**src/rtl/uart_pkg.sv**
```systemverilog
// Shared UART constants: byte width and default receive FIFO
// geometry.
package uart_pkg;

  localparam int BYTE_W      = 8;
  localparam int FIFO_DEPTH  = 16;
  localparam int FIFO_ADDR_W = $clog2(FIFO_DEPTH);

  localparam logic [7:0] ERR_MAX = 8'hFF;

endpackage

```
**src/rtl/uart_fifo_mem.sv**
```systemverilog
// Byte storage for the receive FIFO: one synchronous write port,
// one asynchronous read port, contents never reset.
module uart_fifo_mem
  import uart_pkg::*;
#(
  parameter int DEPTH  = FIFO_DEPTH,
  parameter int ADDR_W = $clog2(DEPTH)
) (
  input  logic              CLK,
  input  logic              we,
  input  logic [ADDR_W-1:0] waddr,
  input  logic [BYTE_W-1:0] wdata,
  input  logic [ADDR_W-1:0] raddr,
  output logic [BYTE_W-1:0] rdata
);

  logic [BYTE_W-1:0] mem [DEPTH];

  always_ff @(posedge CLK) begin
    if (we) mem[waddr] <= wdata;
  end

  assign rdata = mem[raddr];

endmodule

```
**src/rtl/uart_rx_fifo.sv**
```systemverilog
// UART receive FIFO: first-word-fall-through byte queue with a
// sticky overflow flag and a saturating framing-error counter.
module uart_rx_fifo
  import uart_pkg::*;
#(
  parameter int DEPTH  = FIFO_DEPTH,
  parameter int ADDR_W = $clog2(DEPTH)
) (
  input  logic              CLK,
  input  logic              rst_n,
  input  logic              rx_ready,
  input  logic [BYTE_W-1:0] rx_data,
  input  logic              framing_error,
  input  logic              rd_ready,
  output logic              rd_valid,
  output logic [BYTE_W-1:0] rd_data,
  output logic [ADDR_W:0]   count,
  output logic              full,
  output logic              overflow,
  input  logic              clr_overflow,
  output logic [7:0]        err_count,
  input  logic              clr_err
);

  localparam logic [ADDR_W:0] DEPTH_C = (ADDR_W+1)'(DEPTH);
  localparam logic [ADDR_W:0] ONE     = (ADDR_W+1)'(1);

  logic [ADDR_W:0] wr_ptr;
  logic [ADDR_W:0] rd_ptr;
  logic            push;
  logic            pop;
  logic            drop;

  // Extra pointer bit tells full apart from empty.
  assign count    = wr_ptr - rd_ptr;
  assign rd_valid = (count != '0);
  assign full     = (count == DEPTH_C);

  assign pop  = rd_valid & rd_ready;
  assign push = rx_ready & (~full | pop);
  assign drop = rx_ready & full & ~pop;

  always_ff @(posedge CLK) begin
    if (!rst_n) begin
      wr_ptr <= '0;
      rd_ptr <= '0;
    end else begin
      if (push) wr_ptr <= wr_ptr + ONE;
      if (pop)  rd_ptr <= rd_ptr + ONE;
    end
  end

  // A drop in the same cycle as a clear keeps the flag set.
  always_ff @(posedge CLK) begin
    if (!rst_n)            overflow <= 1'b0;
    else if (drop)         overflow <= 1'b1;
    else if (clr_overflow) overflow <= 1'b0;
  end

  always_ff @(posedge CLK) begin
    if (!rst_n)
      err_count <= '0;
    else if (clr_err)
      err_count <= {7'd0, framing_error};
    else if (framing_error && err_count != ERR_MAX)
      err_count <= err_count + 8'd1;
  end

  uart_fifo_mem #(
    .DEPTH  (DEPTH),
    .ADDR_W (ADDR_W)
  ) u_mem (
    .CLK   (CLK),
    .we    (push),
    .waddr (wr_ptr[ADDR_W-1:0]),
    .wdata (rx_data),
    .raddr (rd_ptr[ADDR_W-1:0]),
    .rdata (rd_data)
  );

endmodule

```
**config.mk**
```make
export PLATFORM = sky130hd
export DESIGN_NAME = uart_rx_fifo
export DESIGN_NICKNAME = d
export VERILOG_FILES = /design/src/rtl/uart_pkg.sv /design/src/rtl/uart_fifo_mem.sv /design/src/rtl/uart_rx_fifo.sv
export SDC_FILE = /design/constraint.sdc
export NUM_CORES = 1
export LEC_CHECK = 0
export ABC_AREA = 1
export BUFFER_PORTS_ARGS = -buffer_cell sky130_fd_sc_hd__buf_2
export CAP_MARGIN = 40
export CORE_UTILIZATION = 41
export DETAILED_ROUTE_END_ITERATION = 6
export MAX_ROUTING_LAYER = met4
export SLEW_MARGIN = 15
export SYNTH_ARGS = -nofsm -noshare
export SYNTH_HDL_FRONTEND = slang
export SYNTH_HIERARCHICAL = 1
export SYNTH_SLANG_ARGS = --single-unit
export TNS_END_PERCENT = 5
```
**constraint.sdc**
```tcl
create_clock -name CLK -period 2.9 [get_ports CLK]
set_clock_uncertainty 0.15 [all_clocks]
set_input_delay 0.435 -clock CLK [delete_from_list [all_inputs] [get_ports CLK]]
set_output_delay 0.435 -clock CLK [all_outputs]
set_load 0.1 [all_outputs]
```
==> metrics.md, run 1 <==
| Metric | Value |
|---|---|
| Status | `complete, no violations` |
| Post-Place Worst Slack | `31.9 ps` |
| Input/output buffers | `38` |
| Commonest non-fill, non-tap cell in the layout | `nand2_1` |
| DIE HEIGHT | `131 um` |
| Total Neg Setup Slack | `0 ps` |
| Hold path depth | `4` |
| Crit start category | `flop` |
| Most used cell, CP | `nand3_1` |
| Hold EP | `overflow` |
| Maximum clock frequency | `350 MHz` |
| Hold Path Class | `in2reg` |
| Reg2reg path depth | `11` |
| Fill cell count | `1,479` |
| Reg clk slew, reported paths | `60 ps` |
| Power Total | `6.39 mW` |
| Area occupied by multi-input gates | `2060 um^2` |
| WL final | `15.7 mm` |
| Synthesized instance count | `701` |
| Pin count of the biggest net entering global routing | `70` |
| Max-cap viol count | `0` |
| Worst path max stage delay | `470 ps` |
| GP Congestion | `0.838` |
| Yosys warns | `6` |
| Worst Setup SP | `rd_ptr[1]` |
| Fin crit period | `2850 ps` |
| CP max stage cell | `inv_2` |
| Clk_lat worst skew | `420 ps` |
| Finished Core Util | `51.2%` |
| CTS Buffer Depth | `2` |
| P per Cell Area | `780 nW/um^2` |
| R2R setup slack | `140 ps` |
| Final Cell Area | `8190 um^2` |
| Fin. max-slew vios | `0` |
| Syn Area/Cell | `9.68 um^2` |
| Max_slew headroom | `62.9%` |
| Layout area overhead | `20.8%` |
| Initial DRC Count | `420` |
| Least-Margin Pin Slew | `556 ps` |
| Layout Nets | `774` |
| Initial antenna violation count | `0` |
| Overflow after GRT | `0` |
| Antenna fix cells | `0` |
| FF+latch area | `4230 um^2` |
| Worst path required time | `2320 ps` |
| Final setup fails | `0` |
| Fin worst setup slack | `46.9 ps` |
| Initial Util | `42.4%` |
| DP HPWL | `10.2 mm` |
| Placed Instance Area | `7530 um^2` |
| Worst VDD drop | `0.511 mV` |
| Synthesized area | `6780 um^2` |
| Routed WL per cell | `16.0 um` |
| Inst Count DP | `946` |
| CTS H-tree lvls | `4` |
| Core footprint | `16,000 um^2` |
| Vias in the first global route | `4,727` |
| Crit Path Category | `reg2out` |
| Post-synth top area cell | `edfxtp_1` |
| Via count of the routed design | `4,849` |
| CTS root buffer | `clkbuf_16` |
| CTS buffer count | `17` |
| Critical Path Fanout Max | `36` |
| Die area | `17,100 um^2` |
| Register area share after synthesis | `62.3%` |
| Crit path cell chain | `buf_4 -> inv_2 -> nand3_1 -> nand3_1 -> nand3_1 -> nand2_1 -> buf_12` |
| Min-delay src | `clr_overflow` |
| RSZ-0062 raised after global routing | `yes` |
| Hold_buf cts | `0` |
| CTS tree | `done` |
| Reg-to-reg endpoint | `u_mem/mem[8][2]` |
| Seq cells post-synth | `147` |
| Ports | `39` |
| Row count | `46` |
| Fin Hold WS | `118 ps` |
| Count of non-filler cells in the finished layout | `979` |
| Reg-to-Reg Start | `wr_ptr[0]` |
| DRT Pass-1 Iters | `5` |
| Fin crit share | `98.4%` |
| Mean number of vias per cell | `4.95` |
| Crit path DAT | `2270 ps` |
| Commonest cells after routing, fill and taps aside | `nand2_1 (203), edfxtp_1 (128), inv_1 (117)` |
| Crit. End Element | `output pin` |
| Share of the synthesized area in the top cell type | `56.7%` |
| DRC | `0` |
| Global-route wire length before repair | `24.5 mm` |
| # clock sinks | `147` |
| Count of different cell masters after synthesis | `29` |
| GRT Overall Usage | `20.4%` |
| Leakage | `3.46 nW` |
| Top post-synthesis cells by area | `edfxtp_1 (57%), nand2_1 (11%), nand3_1 (8.3%), inv_1 (6.6%), dfxtp_1 (5.6%)` |
| Syn nets | `724` |
| Share of cells above drive strength 1 | `16.6%` |
| Final-report hold violation count | `0` |
| Chip width | `131 um` |
| Routed Antenna Nets | `0` |
## cells by family (layout without fill, tap and decap cells)
logic type | count (synthesis) | after routing | synth area share, %
AO/OA/AOI/OAI | 23 | 23 | 1.90
XOR/XNOR | 12 | 12 | 1.66
adder cells (fa/ha/maj) | 8 | 8 | 1.59
buffers and inverters | 149 | 211 | 9.37
flip-flops | 147 | 147 | 62.3
AND/OR/NAND/NOR | 362 | 362 | 23.2
## cell type report
cell class,count,area share (%)
multi-input cells,405,25.1
clock buffers,20,5.33
flip-flops and latches,147,51.6
clock inverters,11,2.26
well taps,216,3.30
inverters,125,5.73
repair buffers,55,6.60
## worst max-delay path: cells and delay by family (launching register included)
family,cells,cell delay (ps)
buf+inv,3,900
flops,1,310
simple gates,4,600
## synthesized netlist by cell type, drive strengths merged
library cell / instances
inv: 125
nor2: 35
fa: 1
ha: 7
or2: 1
xor2: 6
nand4: 3
nand3b: 3
nand3: 112
o211ai: 1
nand2: 208
dfxtp: 19
xnor2: 6
o21ai: 6
edfxtp: 128
a21oi: 16
buf: 24
## where the power goes
group / internal [mW] / switching [mW] / leakage [nW] / total [mW]
combinational: 0.526 / 1.18 / 1.85 / 1.70
clock: 1.51 / 0.811 / 0.301 / 2.32
sequential: 2.34 / 0.0174 / 1.31 / 2.36
total: 4.38 / 2.01 / 3.46 / 6.39
## state kept, by name, summed over array words and instances (netlist names)
register / flops
rd_ptr: 5
wr_ptr: 5
err_count: 8
u_mem/mem: 128
overflow: 1
## worst max-delay path by stage
stage,end,slack (ps),cells after the start
2_1_floorplan,u_mem/mem[4][0],-160,11
3_3_place_gp,u_mem/mem[6][3],80,14
3_5_place_dp,u_mem/mem[6][0],30,12
4_1_cts,rd_valid,-10,10
5_1_grt,rd_data[2],-50,7
6_report,rd_data[2],50,7
## repair_timing
item,4_1_cts,5_1_grt
setup buffers,1,1
gates resized for setup,4,2
pin swaps,1,3
cloned,0,0
setup endpoints to repair,10,74
endpoints found under the hold margin,0,0
## routing by layer
metal / vias to the layer above / track usage, % / wire length, um
li1: 2354 / - / -
met1: 2318 / 25.0 / 6860
met2: 151 / 33.1 / 7630
met3: 26 / 4.68 / 901
met4: 0 / 7.10 / 289
met5: - / - / 0
Note: power is estimated with default switching activity, not from simulation.
==> run 2, diff against run 1 <==
- BUFFER_PORTS_ARGS: -buffer_cell sky130_fd_sc_hd__buf_2 -> -buffer_cell sky130_fd_sc_hd__buf_4
==> run 2 against run 1 <==
Net effect: core utilization down 0.52 points; hold slack worse by 10 ps; cell area down 1.0%; combinational power down 10%; critical path depth up 3; sequential power about the same; count of clock-buffer cells in the layout unchanged; final cell count down 0.31%.
==> metrics.md, run 2 (same netlist as run 1, synthesis figures left out) <==
| Metric | Value |
|---|---|
| Max_slew headroom | `62.8%` |
| Reg-to-reg endpoint | `u_mem/mem[4][4]` |
| Crit. End Element | `output pin` |
| Overflow after GRT | `0` |
| CTS buffer count | `17` |
| Largest regs | `u_mem/mem x128, err_count x8` |
| Worst Setup EP | `rd_valid` |
| DRC | `0` |
| Max reg flops | `128` |
| Clk_lat worst skew | `420 ps` |
| Largest reg by FF count | `u_mem/mem` |
| Worst path max stage delay | `440 ps` |
| Routed WL per cell | `16.3 um` |
| GRT Overall Usage | `20.8%` |
| R2R setup slack | `80 ps` |
| CTS tree | `done` |
| Reg2reg path depth | `12` |
| Fin. max-slew vios | `0` |
| Worst Setup SP | `wr_ptr[0]` |
| Fin crit share | `97.5%` |
| CTS Buffer Depth | `2` |
| Crit start category | `flop` |
| Die area | `17,100 um^2` |
| Share of cells above drive strength 1 | `15.9%` |
| Layout Nets | `770` |
| Most used cell, CP | `inv_2` |
| Reg clk slew, reported paths | `60 ps` |
| Fin crit period | `2830 ps` |
| Core footprint | `16,000 um^2` |
| Hold Path Class | `in2reg` |
| Inst Count DP | `941` |
| Hold_buf cts | `0` |
| Pin count of the biggest net entering global routing | `70` |
| DRT Pass-1 Iters | `5` |
| Critical Path Fanout Max | `2` |
| RSZ-0062 raised after global routing | `yes` |
| Max-cap viol count | `0` |
| Global-route wire length before repair | `24.5 mm` |
| Crit Path Category | `reg2out` |
| Vias in the first global route | `4,618` |
| Commonest non-fill, non-tap cell in the layout | `nand2_1` |
| # clock sinks | `147` |
| Routed Antenna Nets | `0` |
| Commonest cells after routing, fill and taps aside | `nand2_1 (203), edfxtp_1 (128), inv_1 (117)` |
| Status | `complete, no violations` |
| Row count | `46` |
| CTS root buffer | `clkbuf_16` |
| Fin worst setup slack | `71.9 ps` |
| Final setup fails | `0` |
| Final-report hold violation count | `0` |
| GP Congestion | `0.864` |
| Reg-to-Reg Start | `wr_ptr[0]` |
| Final Cell Area | `8110 um^2` |
| Worst VDD drop | `0.606 mV` |
| Count of non-filler cells in the finished layout | `976` |
| Least-Margin Pin Slew | `556 ps` |
| Initial Util | `42.4%` |
| Post-Place Worst Slack | `73.0 ps` |
| Layout area overhead | `19.6%` |
| Crit path cell chain | `inv_2 -> ha_4 -> inv_2 -> fa_2 -> or2_4 -> nor2_4 -> nand2_4 -> nor2_4 -> inv_2 -> buf_12` |
| CTS H-tree lvls | `4` |
| Fill cell count | `1,479` |
| Ports | `39` |
| CP max stage cell | `fa_2` |
| Antenna fix cells | `0` |
| Crit path DAT | `2240 ps` |
| Maximum clock frequency | `354 MHz` |
| Leakage | `3.40 nW` |
| Via count of the routed design | `4,847` |
| Placed Instance Area | `7380 um^2` |
| Initial antenna violation count | `0` |
| DIE HEIGHT | `131 um` |
| Input/output buffers | `38` |
| DP HPWL | `10.4 mm` |
| WL final | `15.9 mm` |
| P per Cell Area | `763 nW/um^2` |
| Initial DRC Count | `423` |
| Worst path required time | `2320 ps` |
| Chip width | `131 um` |
| Mean number of vias per cell | `4.97` |
==> run 2: cell count changes in the layout (fill, tap and decap cells not counted), moves of 4 or more <==
cell / delta
buf_12: -13
buf_2: -24
buf_4: +29
nor2_2: -4
nor2_4: +4
==> run 2: timing repair <==
action	4_1_cts	5_1_grt
buffers inserted	2	1
endpoints found under the setup margin	10	106
pin swaps	5	5
gates cloned	0	0
gates resized for setup	8	14
==> run 2: final cells by class <==
class                   instances  area [um^2]  area share, %
clock inverters                12          186           2.30
flip-flops and latches        147         4230           52.2
repair buffers                 51          430           5.31
inverters                     125          474           5.85
well taps                     216          270           3.33
multi-input cells             405         2080           25.6
clock buffers                  20          437           5.38
==> run 2: stage by stage <==
step                      util (%)  TNS (ps)  total power [mW]  hold slack, ps
after global routing          50.7     -99.3              6.40             120
after floorplan                  -     -8580              3.56             315
final                         50.7         0              6.19             108
after CTS                     50.3     -7.12              6.19             101
after global placement        46.1         0              3.85             307
after detailed placement      46.1         0              3.86             318
==> run 2: worst min-delay path by stage <==
stage	startpoint	end	slack [ps]	depth (start not counted)
floorplan	rd_ptr[3]	rd_ptr[3]	310	2
global placement	overflow	overflow	310	2
detailed placement	overflow	overflow	320	2
CTS	clr_overflow	overflow	100	4
global route	rst_n	rd_ptr[0]	120	3
finish	clr_overflow	overflow	110	4
==> run 2: worst max-delay path: cells and delay by family, from the launching register on <==
| kind | cells | cell delay (ps) |
|---|---|---|
| DFF | 1 | 340 |
| and+or+nand+nor | 4 | 570 |
| buffers and inverters | 4 | 320 |
| adders and majority gates | 2 | 580 |
==> run 2: per-layer routing <==
metal / global-route usage, % / vias to the layer above / part of all wire (%)
met3: 5.82 / 41 / 6.6
met2: 31.8 / 195 / 46
li1: - / 2348 / -
met4: 7.84 / 0 / 2.8
met1: 26.3 / 2263 / 45
met5: - / - / 0
==> run 2: report_power, final <==
group	internal [mW]	switching, mW	total, mW	leakage (nW)
combinational	0.372	1.16	1.53	1.79
sequential	2.34	0.0179	2.36	1.31
clock	1.51	0.790	2.30	0.297
==> run 3, diff against run 2 <==
- SYNTH_HIERARCHICAL: 1 -> unset
==> run 3 against run 2 <==
Net effect: routed wire length decreased by 4.3%; sequential share of layout area rose by 1.6 points; hold slack better by 31 ps; cell area down 1.1%; critical path depth is 2 lower; total power up 1.0%; largest cell class unchanged.
==> metrics.md, run 3 <==
| Metric | Value |
|---|---|
| Crit. End Element | `output pin` |
| Synth top cells by count | `edfxtp_1 (128), inv_1 (62), nand2_1 (44)` |
| Global-route wire length before repair | `23.1 mm` |
| Initial antenna violation count | `0` |
| CTS Buffer Depth | `2` |
| Hold Path Class | `in2reg` |
| Max-cap viol count | `0` |
| Worst VDD drop | `0.624 mV` |
| Routed Antenna Nets | `0` |
| Least-Margin Pin Slew | `597 ps` |
| Via count of the routed design | `4,196` |
| Crit Path Category | `reg2out` |
| DRT Pass-1 Iters | `5` |
| GP Congestion | `0.848` |
| Commonest non-fill, non-tap cell in the layout | `edfxtp_1` |
| CTS H-tree lvls | `4` |
| Overflow after GRT | `0` |
| DP HPWL | `10.3 mm` |
| Largest reg by FF count | `u_mem.mem` |
| Syn nets | `568` |
| CTS tree | `done` |
| Final setup fails | `0` |
| Largest regs | `u_mem.mem x128, err_count x8` |
| EDFF count, synth | `128` |
| Reg clk slew, reported paths | `60 ps` |
| Count of different cell masters after synthesis | `32` |
| Register area share after synthesis | `65.9%` |
| Syn Area/Cell | `12.1 um^2` |
| P per Cell Area | `779 nW/um^2` |
| Post-synth top area cell | `edfxtp_1` |
| Initial DRC Count | `324` |
| DIE HEIGHT | `128 um` |
| Seq cells post-synth | `151` |
| Top post-synthesis cells by area | `edfxtp_1 (59%), dfxtp_1 (7.0%), mux2i_1 (4.9%), o211ai_1 (3.7%), inv_1 (3.6%)` |
| Clk_lat worst skew | `410 ps` |
| Die area | `16,400 um^2` |
| CTS root buffer | `clkbuf_16` |
| Layout area overhead | `22.8%` |
| Initial Util | `42.5%` |
| Power Total | `6.25 mW` |
| Fin crit share | `99.5%` |
| Crit start category | `flop` |
| Yosys warns | `0` |
| Vias in the first global route | `4,064` |
| Final-report hold violation count | `0` |
| Input/output buffers | `38` |
| Share of the synthesized area in the top cell type | `58.9%` |
| Fin. max-slew vios | `0` |
| Layout Nets | `614` |
| Routed WL per cell | `18.7 um` |
| GRT Overall Usage | `20.2%` |
| RSZ-0062 raised after global routing | `yes` |
| Share of cells above drive strength 1 | `21.1%` |
| Finished Core Util | `52.2%` |
| Top-count cell post-synth | `edfxtp_1` |
| Pin count of the biggest net entering global routing | `38` |
| Antenna fix cells | `0` |
| Crit path DAT | `2300 ps` |
| Ports | `39` |
| Core footprint | `15,400 um^2` |
| Synthesized area | `6530 um^2` |
| Commonest cells after routing, fill and taps aside | `edfxtp_1 (128), inv_1 (59), a21oi_1 (43)` |
| # clock sinks | `151` |
| Leakage | `2.91 nW` |
| Fin crit period | `2890 ps` |
| CTS buffer count | `17` |
| DRC | `0` |
| WL final | `15.2 mm` |
| Max_slew headroom | `60.0%` |
| Maximum clock frequency | `347 MHz` |
| Chip width | `128 um` |
| Post-synth ARST share | `0%` |
| Row count | `45` |
| Status | `complete, no violations` |
| Synthesized instance count | `542` |
| Mean number of vias per cell | `5.17` |
| Worst path required time | `2320 ps` |
| Critical Path Fanout Max | `5` |
| Main synth FF type | `edfxtp_1` |
| Max reg flops | `128` |
| Total Neg Setup Slack | `0 ps` |
## run 3: cell count changes after synthesis, sizes merged, moves of 19 or more
| cell | delta |
|---|---|
| nand2 | -157 |
| a21oi | +31 |
| mux2i | +32 |
| nand3 | -83 |
| inv | -60 |
| o21ai | +36 |
| nor3 | +19 |
| o211ai | +31 |
## run 3: cells by family after synthesis
family,Yosys count,share of synthesized area [%]
compound gates,123,11.0
simple gates,122,8.77
mux,32,4.90
flops,151,65.9
fa+ha+maj,11,2.22
buf+inv,92,5.65
xor+xnor,11,1.59
## run 3: critical path, cell delays in order, from the launching register on
cell,delay [ps]
dfxtp_4,380
inv_2,70
ha_4,160
inv_2,60
fa_2,450
or2_4,270
nor2_4,170
nand3_4,130
buf_12,190
## run 3: power breakdown
| part | internal (mW) | switching (mW) | leakage, nW | total [mW] |
|---|---|---|---|---|
| logic | 0.404 | 1.06 | 1.27 | 1.46 |
| registers | 2.40 | 0.0579 | 1.34 | 2.46 |
| clock network | 1.52 | 0.817 | 0.299 | 2.33 |
## run 3: path summary, 6_finish.rpt
| check | from | cells after the start | slack (ps) | end |
|---|---|---|---|---|
| setup / recovery | wr_ptr[0] | 8 | 10 | rd_valid |
| hold / removal | rst_n | 2 | 140 | overflow |
| setup reg to reg | wr_ptr[0] | 11 | 60 | u_mem.mem[9][1] |
| hold reg to reg | wr_ptr[0] | 2 | 360 | wr_ptr[0] |
## run 3: routing by layer
| layer | share of wire, % | GRT usage (%) | up-vias |
|---|---|---|---|
| met5 | 0 | - | - |
| met2 | 48 | 31.2 | 123 |
| met3 | 5.4 | 4.34 | 10 |
| met1 | 46 | 27.0 | 2033 |
| met4 | 0.81 | 5.12 | 0 |
| li1 | - | - | 2030 |
## run 3: area by class of cell
class / instances / area, um^2
inverter: 67 / 255
tap: 211 / 264
clock buffer: 18 / 429
clock inverter: 14 / 206
timing repair buffer: 52 / 474
fill: 1320 / 7350
sequential: 151 / 4310
multi-input combinational: 299 / 2080
## run 3: what timing repair did
action,CTS,global route
hold buffers,0,0
pin swaps,2,2
resized for setup,8,17
endpoints found under the setup margin,2,129
setup buffers,1,0
## run 3: through the flow
step	cell area (um^2)	hold WS [ps]	instances	worst slack, ps
5_1_grt	8020	132	812	-88.5
6_report	8020	139	812	14.4
3_3_place_gp	7240	332	778	122
4_1_cts	7930	124	812	16.7
2_1_floorplan	6680	317	542	-366
3_5_place_dp	7260	339	779	50.9
